**config.mk**
```make
export PLATFORM = sky130hd
export DESIGN_NAME = rr_arbiter8
export DESIGN_NICKNAME = d
export VERILOG_FILES = /design/src/rtl/rr_arbiter8.sv
export SDC_FILE = /design/constraint.sdc
export NUM_CORES = 1
export LEC_CHECK = 0
export CAP_MARGIN = 20
export CORE_UTILIZATION = 58
export DETAILED_ROUTE_END_ITERATION = 6
export PLACE_DENSITY = 0.85
export SYNTH_ARGS = -nofsm -noshare
export SYNTH_HDL_FRONTEND = slang
export SYNTH_SLANG_ARGS = --single-unit
```
**constraint.sdc**
```tcl
create_clock -name clk -period 8.6 [get_ports clk]
set_input_delay 1.29 -clock clk [delete_from_list [all_inputs] [get_ports clk]]
set_output_delay 1.29 -clock clk [all_outputs]
set_load 0.02 [all_outputs]
```
**src/rtl/rr_arbiter8.sv**
```systemverilog
// rr_arbiter8: round-robin arbiter for N requesters with a registered one-hot
// grant, a binary grant index and a valid/ready hold on each grant.
// Optional feature macro: RR_LOCK_EN adds the lock input. When a grant is
// accepted with lock=1 and its request still up, the same requester is granted again.
//
// Handshake: gnt/gnt_idx/gnt_valid are held bit-stable while gnt_valid=1 and
// gnt_ready=0. A transfer happens on a rising edge where gnt_valid & gnt_ready.
// In the cycle of that transfer the next winner is loaded, so grants can be
// issued back-to-back, one per cycle.
module rr_arbiter8 #(
  parameter  int N    = 8,
  localparam int IDXW = $clog2(N)
) (
  input  logic            clk,
  input  logic            rst_n,
  input  logic [N-1:0]    req,
  output logic [N-1:0]    gnt,
  output logic [IDXW-1:0] gnt_idx,
  output logic            gnt_valid,
  input  logic            gnt_ready,
`ifdef RR_LOCK_EN
  input  logic            lock,
`endif
  output logic            dbg_state
);

  typedef enum logic {IDLE = 1'b0, GRANT = 1'b1} state_t;

  state_t          state, state_nxt;
  logic [IDXW-1:0] ptr, ptr_nxt;
  logic [IDXW-1:0] idx_q, idx_nxt;
  logic [N-1:0]    gnt_q, gnt_nxt;
  logic [IDXW-1:0] arb_ptr;
  logic            do_arb;
  logic [IDXW:0]   pick_res;
  logic            lock_hit;

  // Search req starting at p and wrapping. The MSB of the result flags a winner.
  // The loop runs from the far end down, so the closest set bit is assigned last and wins.
  function automatic logic [IDXW:0] pick(input logic [N-1:0] r,
                                         input logic [IDXW-1:0] p);
    logic [IDXW:0]   res;
    logic [IDXW-1:0] j;
    res = '0;
    for (int i = N - 1; i >= 0; i--) begin
      j = p + i[IDXW-1:0];
      if (r[j]) res = {1'b1, j};
    end
    return res;
  endfunction

`ifdef RR_LOCK_EN
  assign lock_hit = lock & req[idx_q];
`else
  assign lock_hit = 1'b0;
`endif

  // State register: FSM state, priority pointer and the registered grant.
  always_ff @(posedge clk or negedge rst_n) begin
    if (!rst_n) begin
      state <= IDLE;
      ptr   <= '0;
      idx_q <= '0;
      gnt_q <= '0;
    end else begin
      state <= state_nxt;
      ptr   <= ptr_nxt;
      idx_q <= idx_nxt;
      gnt_q <= gnt_nxt;
    end
  end

  // Next-state logic: arbitrate from IDLE, or re-arbitrate after a transfer.
  always_comb begin
    state_nxt = state;
    ptr_nxt   = ptr;
    idx_nxt   = idx_q;
    arb_ptr   = ptr;
    do_arb    = 1'b0;
    case (state)
      IDLE: begin
        do_arb = 1'b1;
      end
      GRANT: begin
        if (gnt_ready && !lock_hit) begin
          ptr_nxt = idx_q + IDXW'(1);
          arb_ptr = ptr_nxt;
          do_arb  = 1'b1;
        end
      end
      default: state_nxt = IDLE;
    endcase
    pick_res = pick(req, arb_ptr);
    if (do_arb) begin
      if (pick_res[IDXW]) begin
        state_nxt = GRANT;
        idx_nxt   = pick_res[IDXW-1:0];
      end else begin
        state_nxt = IDLE;
        idx_nxt   = '0;
      end
    end
    gnt_nxt = '0;
    if (state_nxt == GRANT) gnt_nxt[idx_nxt] = 1'b1;
  end

  // Output logic: drive everything straight from the registers.
  always_comb begin
    gnt       = gnt_q;
    gnt_idx   = idx_q;
    gnt_valid = (state == GRANT);
    dbg_state = state;
  end

endmodule
```
==> results of run 1 <==
==> sequential cells by signal, indices dropped and copies added (netlist names) <==
name,cells
gnt,8
dbg_state,1
ptr,3
gnt_idx,3
==> cell type report <==
cell class / count / area [µm²] / share of cell area, %
repair buffers: 24 / 238 / 13.1
clock buffers: 4 / 26.3 / 1.45
multi-input cells: 152 / 1110 / 61.4
inverters: 6 / 22.5 / 1.24
well taps: 30 / 37.5 / 2.07
flip-flops and latches: 15 / 375 / 20.7
==> path summary, 6_finish.rpt <==
| kind | from | to | slack (ns) | depth (start not counted) |
|---|---|---|---|---|
| max | gnt_ready | gnt[3] | 3.83 | 13 |
| min | gnt_idx[1] | gnt_idx[1] | 0.84 | 1 |
| max reg2reg | gnt_idx[0] | gnt[3] | 4.92 | 12 |
| min reg2reg | gnt_idx[1] | gnt_idx[1] | 0.84 | 1 |
| max in group asynchronous | rst_n | gnt[2] | 6.78 | 1 |
| min in group asynchronous | rst_n | gnt_idx[2] | 1.40 | 1 |
==> stage by stage <==
stage | setup WS [ns] | instance area (µm²) | utilization, % | hold slack, ns | cells
final | 3.83 | 1810 | 71.9 | 0.843 | 231
after detailed placement | 3.64 | 1790 | 70.9 | 0.801 | 227
after floorplan | 4.21 | 1580 | - | 0.795 | 183
after CTS | 3.93 | 1810 | 71.9 | 0.818 | 231
after global routing | 3.65 | 1810 | 71.9 | 0.854 | 231
after global placement | 3.76 | 1790 | 70.9 | 0.775 | 227
==> cells by family (layout without fill, tap and decap cells) <==
logic type | count (synthesis) | after routing | share of synthesized area (%)
adder cells (fa/ha/maj) | 2 | 2 | 1.59
multiplexers | 11 | 11 | 9.60
flip-flops | 15 | 15 | 23.8
AND/OR/NAND/NOR | 70 | 70 | 25.1
buffers and inverters | 16 | 34 | 5.48
AO/OA/AOI/OAI | 62 | 62 | 30.1
XOR/XNOR | 7 | 7 | 4.37
==> cells in the mapped netlist (2+ instances only) <==
master    number
xor2_1         2
nor3b_1        2
a31oi_1        2
or3_1          3
ha_1           2
nand3_1        9
nor3b_2        2
a21o_1         2
nor2b_1        2
a31o_2         2
a21oi_1       13
xnor2_1        4
a221oi_1       3
a211oi_1       5
mux4_2         3
a32o_1         2
buf_6          2
and3_1         8
o21ai_0       11
o31a_1         2
buf_4          2
nor4_1         2
o22ai_1        2
dfrtp_1       15
clkbuf_1       3
nand3_2        2
nand2_1       10
nor3_1         4
o211a_1        2
nor2_1        18
mux2i_1        7
and2_1         2
buf_2          3
inv_1          5
o21a_1         2
==> critical path: cells and delay by family <==
family / cells / cell delay [ns]
adder cells (fa/ha/maj): 1 / 0.48
multiplexers: 1 / 0.23
buffers and inverters: 3 / 0.96
AO/OA/AOI/OAI: 3 / 1.00
AND/OR/NAND/NOR: 5 / 1.00
==> routing by layer <==
layer | vias up | global-route usage [%] | part of all wire (%)
met5 | - | 0 | 0
met1 | 748 | 47.3 | 41
met3 | 12 | 10.2 | 10
li1 | 742 | - | -
met2 | 100 | 52.8 | 47
met4 | 0 | 6.84 | 1.6
==> reports/qor.yml, run 1 <==
finish:
  drive_gt1_share_pct: 11.9
  antenna_cells: 0
  final_cell_mix: "clkdlybuf4s50_1, nor2_1, dfrtp_1"
  syn2layout_area_growth_pct: 15.1
  final_common_cell: "clkdlybuf4s50_1"
  finalNetCount: 215
  n_fill_cell: 197
placed_design:
  numPortBuffers: 23
  gp_congestion: 0.971
  hpwl_mm: 3.52
worst_setup_path:
  cp-end-kind: "flip-flop"
  worstPathCellList: "clkdlybuf4s50_1, nand2_1, mux2i_1, buf_4, inv_1, ha_1, nor2_1, and3_1, a31oi_1, a21oi_1, nor2_1, a32o_1, nor3b_2"
  cp.required_ns: 8.81
  cp-start-kind: "input port"
  crit_slowest_cell: "clkdlybuf4s50_1"
  crit_path_max_fanout: 16
  max_stage_delay_ns: 0.66
  critPathKind: "input port to flip-flop"
  critical_path.most_common_cell: "nor2_1"
  cp.arrival_ns: 4.97
clock_tree:
  hold_buffers: 0
  cts_num_sinks: 15
  clk_path_buf_depth: 2
  htreeDepth: 1
  cts_tree: "yes"
  cts_resized: 0
  numCtsBuffers: 3
  clk_pin_slew_ns: 0.09
  cts_setup_buffers: 0
  cts-root-buf: "clkbuf_4"
  clk_latency_ns: 0.29
synthesis:
  synth_top_area_share_pct: 23.8
  synth_cells: 183
  synth-seq-cells: 15
  synth_area_mm2: 0.00158
  postSynthAreaPerCell_um2: 8.61
  synthFlopType: "dfrtp_1"
  synth_top_cells_by_area: "dfrtp_1, mux2i_1, nor2_1"
  async_flop_share_pct: 100
  synth_largest_area_cell: "dfrtp_1"
  synth_nets: 196
  synthDistinctLibCells: 58
  ys_seq_area_share_pct: 23.8
  synth-edff-count: 0
  synth-warning-count: 0
timing:
  slew_headroom_pct: 42.4
  period_needed_ns: 4.77
  finalMaxSlewViolations: 0
  setup_tns_ns: 0
  rsz0062_at_grt: "no"
  finalHoldViolations: 0
  finalSetupViolCount: 0
  finClkSkew_ns: 0.00240
  worst_slew_pin_slew_ns: 0.839
  fin_crit_sh_pct: 55.4
  max_freq_mhz: 210
grt:
  antenna_found_initial: 0
  gr-total-overflow: 0
  grt_start_max_net_pins: 17
  grt_pass1_vias: 1450
  grt_pass1_wl_mm: 7.13
  track_usage_pct: 34.4
min_path:
  hp-class: "flip-flop to flip-flop"
routing:
  routed_wl_mm: 4.54
  drc: 0
  first_pass_iters: 5
  wl_per_cell_um: 19.6
  num_vias: 1602
  dr.first_iter.drc_count: 91
  vias_per_cell: 6.94
  ant_nets: 0
die:
  core_area_mm2: 0.00252
  pin_count: 24
  fp.dieW_um: 54.1
  start_util_pct: 62.5
  die_area_mm2: 0.00293
  fp.dieH_um: 54.1
  rows: 18
job:
  maxCapViolCount: 0
outcome:
  status: "completed"
Power of run 1 is left out: the tool's default activity adds up to more than one toggle a clock period on the data nets, which glitch-free logic cannot reach.
==> run 2, diff against run 1 <==
- CORE_UTILIZATION: 58 -> 54
- PLACE_DENSITY: 0.85 -> 0.8
- clock period: 8.6 -> 4.9 ns (I/O delays scaled with it)
==> reports/qor.yml, run 2 (synthesis gave the netlist of run 1 again) <==
die:
  fp.dieH_um: 56.0
  rows: 19
  start_util_pct: 57.2
  pin_count: 24
  core_area_mm2: 0.00276
  die_area_mm2: 0.00314
  fp.dieW_um: 56.0
timing:
  finClkSkew_ns: 0.00308
  finalMaxSlewViolations: 0
  finalSetupViolCount: 0
  setup_tns_ns: 0
  max_freq_mhz: 246
  fin_crit_sh_pct: 83.0
  worst_slew_pin_slew_ns: 0.874
  finalHoldViolations: 0
  slew_headroom_pct: 40.1
  rsz0062_at_grt: "no"
  period_needed_ns: 4.07
routing:
  num_vias: 1548
  drc: 0
  vias_per_cell: 6.67
  dr.first_iter.drc_count: 141
  first_pass_iters: 4
  wl_per_cell_um: 18.2
  ant_nets: 0
  routed_wl_mm: 4.23
worst_setup_path:
  cp.arrival_ns: 4.28
  worstPathCellList: "clkdlybuf4s50_1, a21o_1, nand2_8, inv_2, ha_1, inv_1, xnor2_2, mux4_2, a32o_1, a31oi_2, nand3_2, a31o_4, and3b_1"
  cp-end-kind: "flip-flop"
  crit_buf_inv: 3
  max_stage_delay_ns: 0.63
  crit_path_max_fanout: 10
  cp-start-kind: "input port"
  cp.required_ns: 5.12
  critPathKind: "input port to flip-flop"
  critPathTopFamily: "compound AO/OA/AOI/OAI gates"
  crit_slowest_cell: "clkdlybuf4s50_1"
finish:
  final_common_cell: "clkdlybuf4s50_1"
  antenna_cells: 0
  largest_reg_flops: 8
  syn2layout_area_growth_pct: 15.2
  n_fill_cell: 240
  regArea_um2: 375
  final_cell_mix: "clkdlybuf4s50_1, nor2_1, dfrtp_1"
  multi_input_area_mm2: 0.00111
  finalNetCount: 215
  drive_gt1_share_pct: 11.9
grt:
  grt_pass1_vias: 1476
  grt_pass1_wl_mm: 7.11
  gr-total-overflow: 0
  grt_start_max_net_pins: 16
  antenna_found_initial: 0
  track_usage_pct: 28.7
placed_design:
  hpwl_mm: 3.35
  numPortBuffers: 23
  gp_congestion: 1.05
clock_tree:
  clk_pin_slew_ns: 0.08
  htreeDepth: 1
  cts_num_sinks: 15
  cts_tree: "yes"
  clk_latency_ns: 0.28
  clk_path_buf_depth: 2
  cts-root-buf: "clkbuf_4"
  cts_resized: 0
  hold_buffers: 0
  numCtsBuffers: 3
  cts_setup_buffers: 0
min_path:
  hp-class: "flip-flop to flip-flop"
outcome:
  status: "completed"
job:
  maxCapViolCount: 0
==> run 2: worst paths after layout <==
kind                            from         to  slack [ns]  cells after the start
max in group asynchronous      rst_n     gnt[0]        3.64                      1
max reg2reg                dbg_state     gnt[7]        1.39                     12
min in group asynchronous      rst_n     gnt[7]        0.85                      1
min reg2reg                dbg_state  dbg_state        0.81                      2
min                        dbg_state  dbg_state        0.81                      2
max                        gnt_ready     gnt[7]        0.83                     13
==> run 2: per-stage QoR <==
| stage | instance area (µm²) | cells | hold WS, ns | util (%) | setup WS, ns |
|---|---|---|---|---|---|
| after global routing | 1820 | 232 | 0.879 | 65.8 | 0.614 |
| final | 1820 | 232 | 0.805 | 65.8 | 0.834 |
| after detailed placement | 1790 | 228 | 0.806 | 64.9 | 0.592 |
| after floorplan | 1580 | 183 | 0.439 | - | 1.06 |
| after global placement | 1790 | 228 | 0.789 | 64.9 | 0.691 |
| after CTS | 1820 | 232 | 0.816 | 65.8 | 0.878 |
==> run 2: final cells by class <==
type	instances	share of cell area, %
timing repair buffer	24	13.1
clock buffer	4	1.45
multi-input combinational	152	61.4
sequential	15	20.7
inverter	6	1.24
tap	31	2.14
==> run 2: metal layers <==
metal	vias up	GRT usage, %	part of all wire (%)
met5	-	0	0
met4	0	7.32	0.97
met3	6	4.42	6.7
met2	74	45.2	47
met1	729	41.3	45
li1	739	-	-
==> run 2: tightest hold or removal path, cell delays in order (launching register included) <==
cell and delay [ns]:
dfrtp_1 0.49, nand2b_1 0.21, nand2_1 0.07
Power of run 2 is left out for the same reason.
==> run 3, diff against run 2 <==
- CORE_UTILIZATION: 54 -> 49
- PLACE_DENSITY: 0.8 -> 0.76
- clock period: 4.9 -> 3.7 ns (I/O delays scaled with it)
==> reports/qor.yml, run 3 (synthesis gave the netlist of run 1 again) <==
routing:
  routed_wl_mm: 4.64
  dr.first_iter.drc_count: 107
  vias_per_cell: 6.23
  first_pass_iters: 7
  ant_nets: 0
  num_vias: 1620
  wl_per_cell_um: 17.9
  drc: 0
timing:
  finClkSkew_ns: 0.00444
  finalSetupViolCount: 0
  worst_slew_pin_slew_ns: 0.674
  period_needed_ns: 3.52
  fin_crit_sh_pct: 95.2
  finalHoldViolations: 0
  layout_setup_ws_ns: 0.177
  max_freq_mhz: 284
  rsz0062_at_grt: "no"
  finalMaxSlewViolations: 0
  slew_headroom_pct: 54.9
worst_setup_path:
  crit_path_max_fanout: 9
  rr_worst_depth: 11
  cp-end-kind: "flip-flop"
  cp.required_ns: 3.90
  cp.arrival_ns: 3.72
  critPathKind: "input port to flip-flop"
  max_stage_delay_ns: 0.59
  worstPathCellList: "clkdlybuf4s50_1, a21o_1, nand2_8, inv_2, ha_1, inv_1, xnor2_2, mux4_2, o2111a_1, o311ai_1, a32o_1, nor3b_2"
  crit_slowest_cell: "clkdlybuf4s50_1"
  cp-start-kind: "input port"
grt:
  antenna_found_initial: 0
  grt_start_max_net_pins: 16
  gr-total-overflow: 0
  track_usage_pct: 28.9
  grt_pass1_vias: 1534
  grt_pass1_wl_mm: 7.53
clock_tree:
  cts_num_sinks: 15
  htreeDepth: 1
  cts_resized: 0
  clk_path_buf_depth: 2
  clk_pin_slew_ns: 0.10
  clk_latency_ns: 0.29
  hold_buffers: 0
  cts_setup_buffers: 0
  cts-root-buf: "clkbuf_4"
  cts_tree: "yes"
  numCtsBuffers: 3
outcome:
  status: "completed"
placed_design:
  hpwl_mm: 3.67
  dp_cells: 256
  dp_slack_ns: -0.0446
  gp_congestion: 0.969
  numPortBuffers: 23
die:
  core_area_mm2: 0.00305
  fp.dieW_um: 58.7
  die_area_mm2: 0.00345
  fp.dieH_um: 58.7
  start_util_pct: 51.6
  rows: 20
  pin_count: 24
finish:
  final_cell_mix: "clkdlybuf4s50_1, nor2_1, buf_4"
  final_common_cell: "clkdlybuf4s50_1"
  finish.utilization_pct: 63.8
  largest_reg_flops: 8
  finalNetCount: 230
  antenna_cells: 0
  syn2layout_area_growth_pct: 23.6
  finalNonFillerCells: 260
  drive_gt1_share_pct: 18.5
  n_fill_cell: 285
min_path:
  hp-class: "input port to async pin"
job:
  maxCapViolCount: 0
==> run 3: layout make-up <==
class / instances / area (µm²) / area share [%]
clock buffer: 3 / 22.5 / 1.16
multi-input combinational: 152 / 1110 / 57.2
inverter: 6 / 22.5 / 1.16
sequential: 15 / 375 / 19.3
tap: 44 / 55.1 / 2.83
timing repair buffer: 39 / 350 / 18.0
clock inverter: 1 / 7.51 / 0.385
==> run 3: through the flow <==
step	TNS [ns]	hold slack (ns)	cell area [µm²]
CTS	0	0.682	1950
finish	0	0.663	1950
global route	0	0.714	1950
floorplan	0	0.259	1580
detailed placement	-0.0705	0.787	1920
global placement	0	0.776	1920
==> run 3: worst paths after layout <==
kind                                  from          to  slack (ns)
min in group clk                gnt_idx[1]  gnt_idx[1]        0.81
worst min register to register  gnt_idx[1]  gnt_idx[1]        0.81
worst min-delay path                 rst_n      gnt[7]        0.66
max in group asynchronous            rst_n  gnt_idx[0]        2.61
worst max-delay path             gnt_ready      gnt[3]        0.18
worst max register to register  gnt_idx[0]      gnt[3]        0.30
==> run 3: worst max-delay path, delay by kind of cell <==
| kind | cells | cell delay, ns |
|---|---|---|
| buf+inv | 3 | 0.74 |
| mux | 1 | 0.57 |
| compound gates | 4 | 1.14 |
| fa+ha+maj | 1 | 0.17 |
| simple gates | 2 | 0.34 |
| xor+xnor | 1 | 0.20 |
==> run 3: routing by layer <==
metal / wire, µm / track usage, % / share of wire [%] / vias up
li1: - / - / - / 767
met1: 2060 / 40.6 / 44 / 773
met2: 2160 / 45.6 / 46 / 72
met3: 370 / 6.15 / 8.0 / 8
met4: 59 / 6.80 / 1.3 / 0
met5: 0 / 0 / 0 / -
Power of run 3 is left out for the same reason.
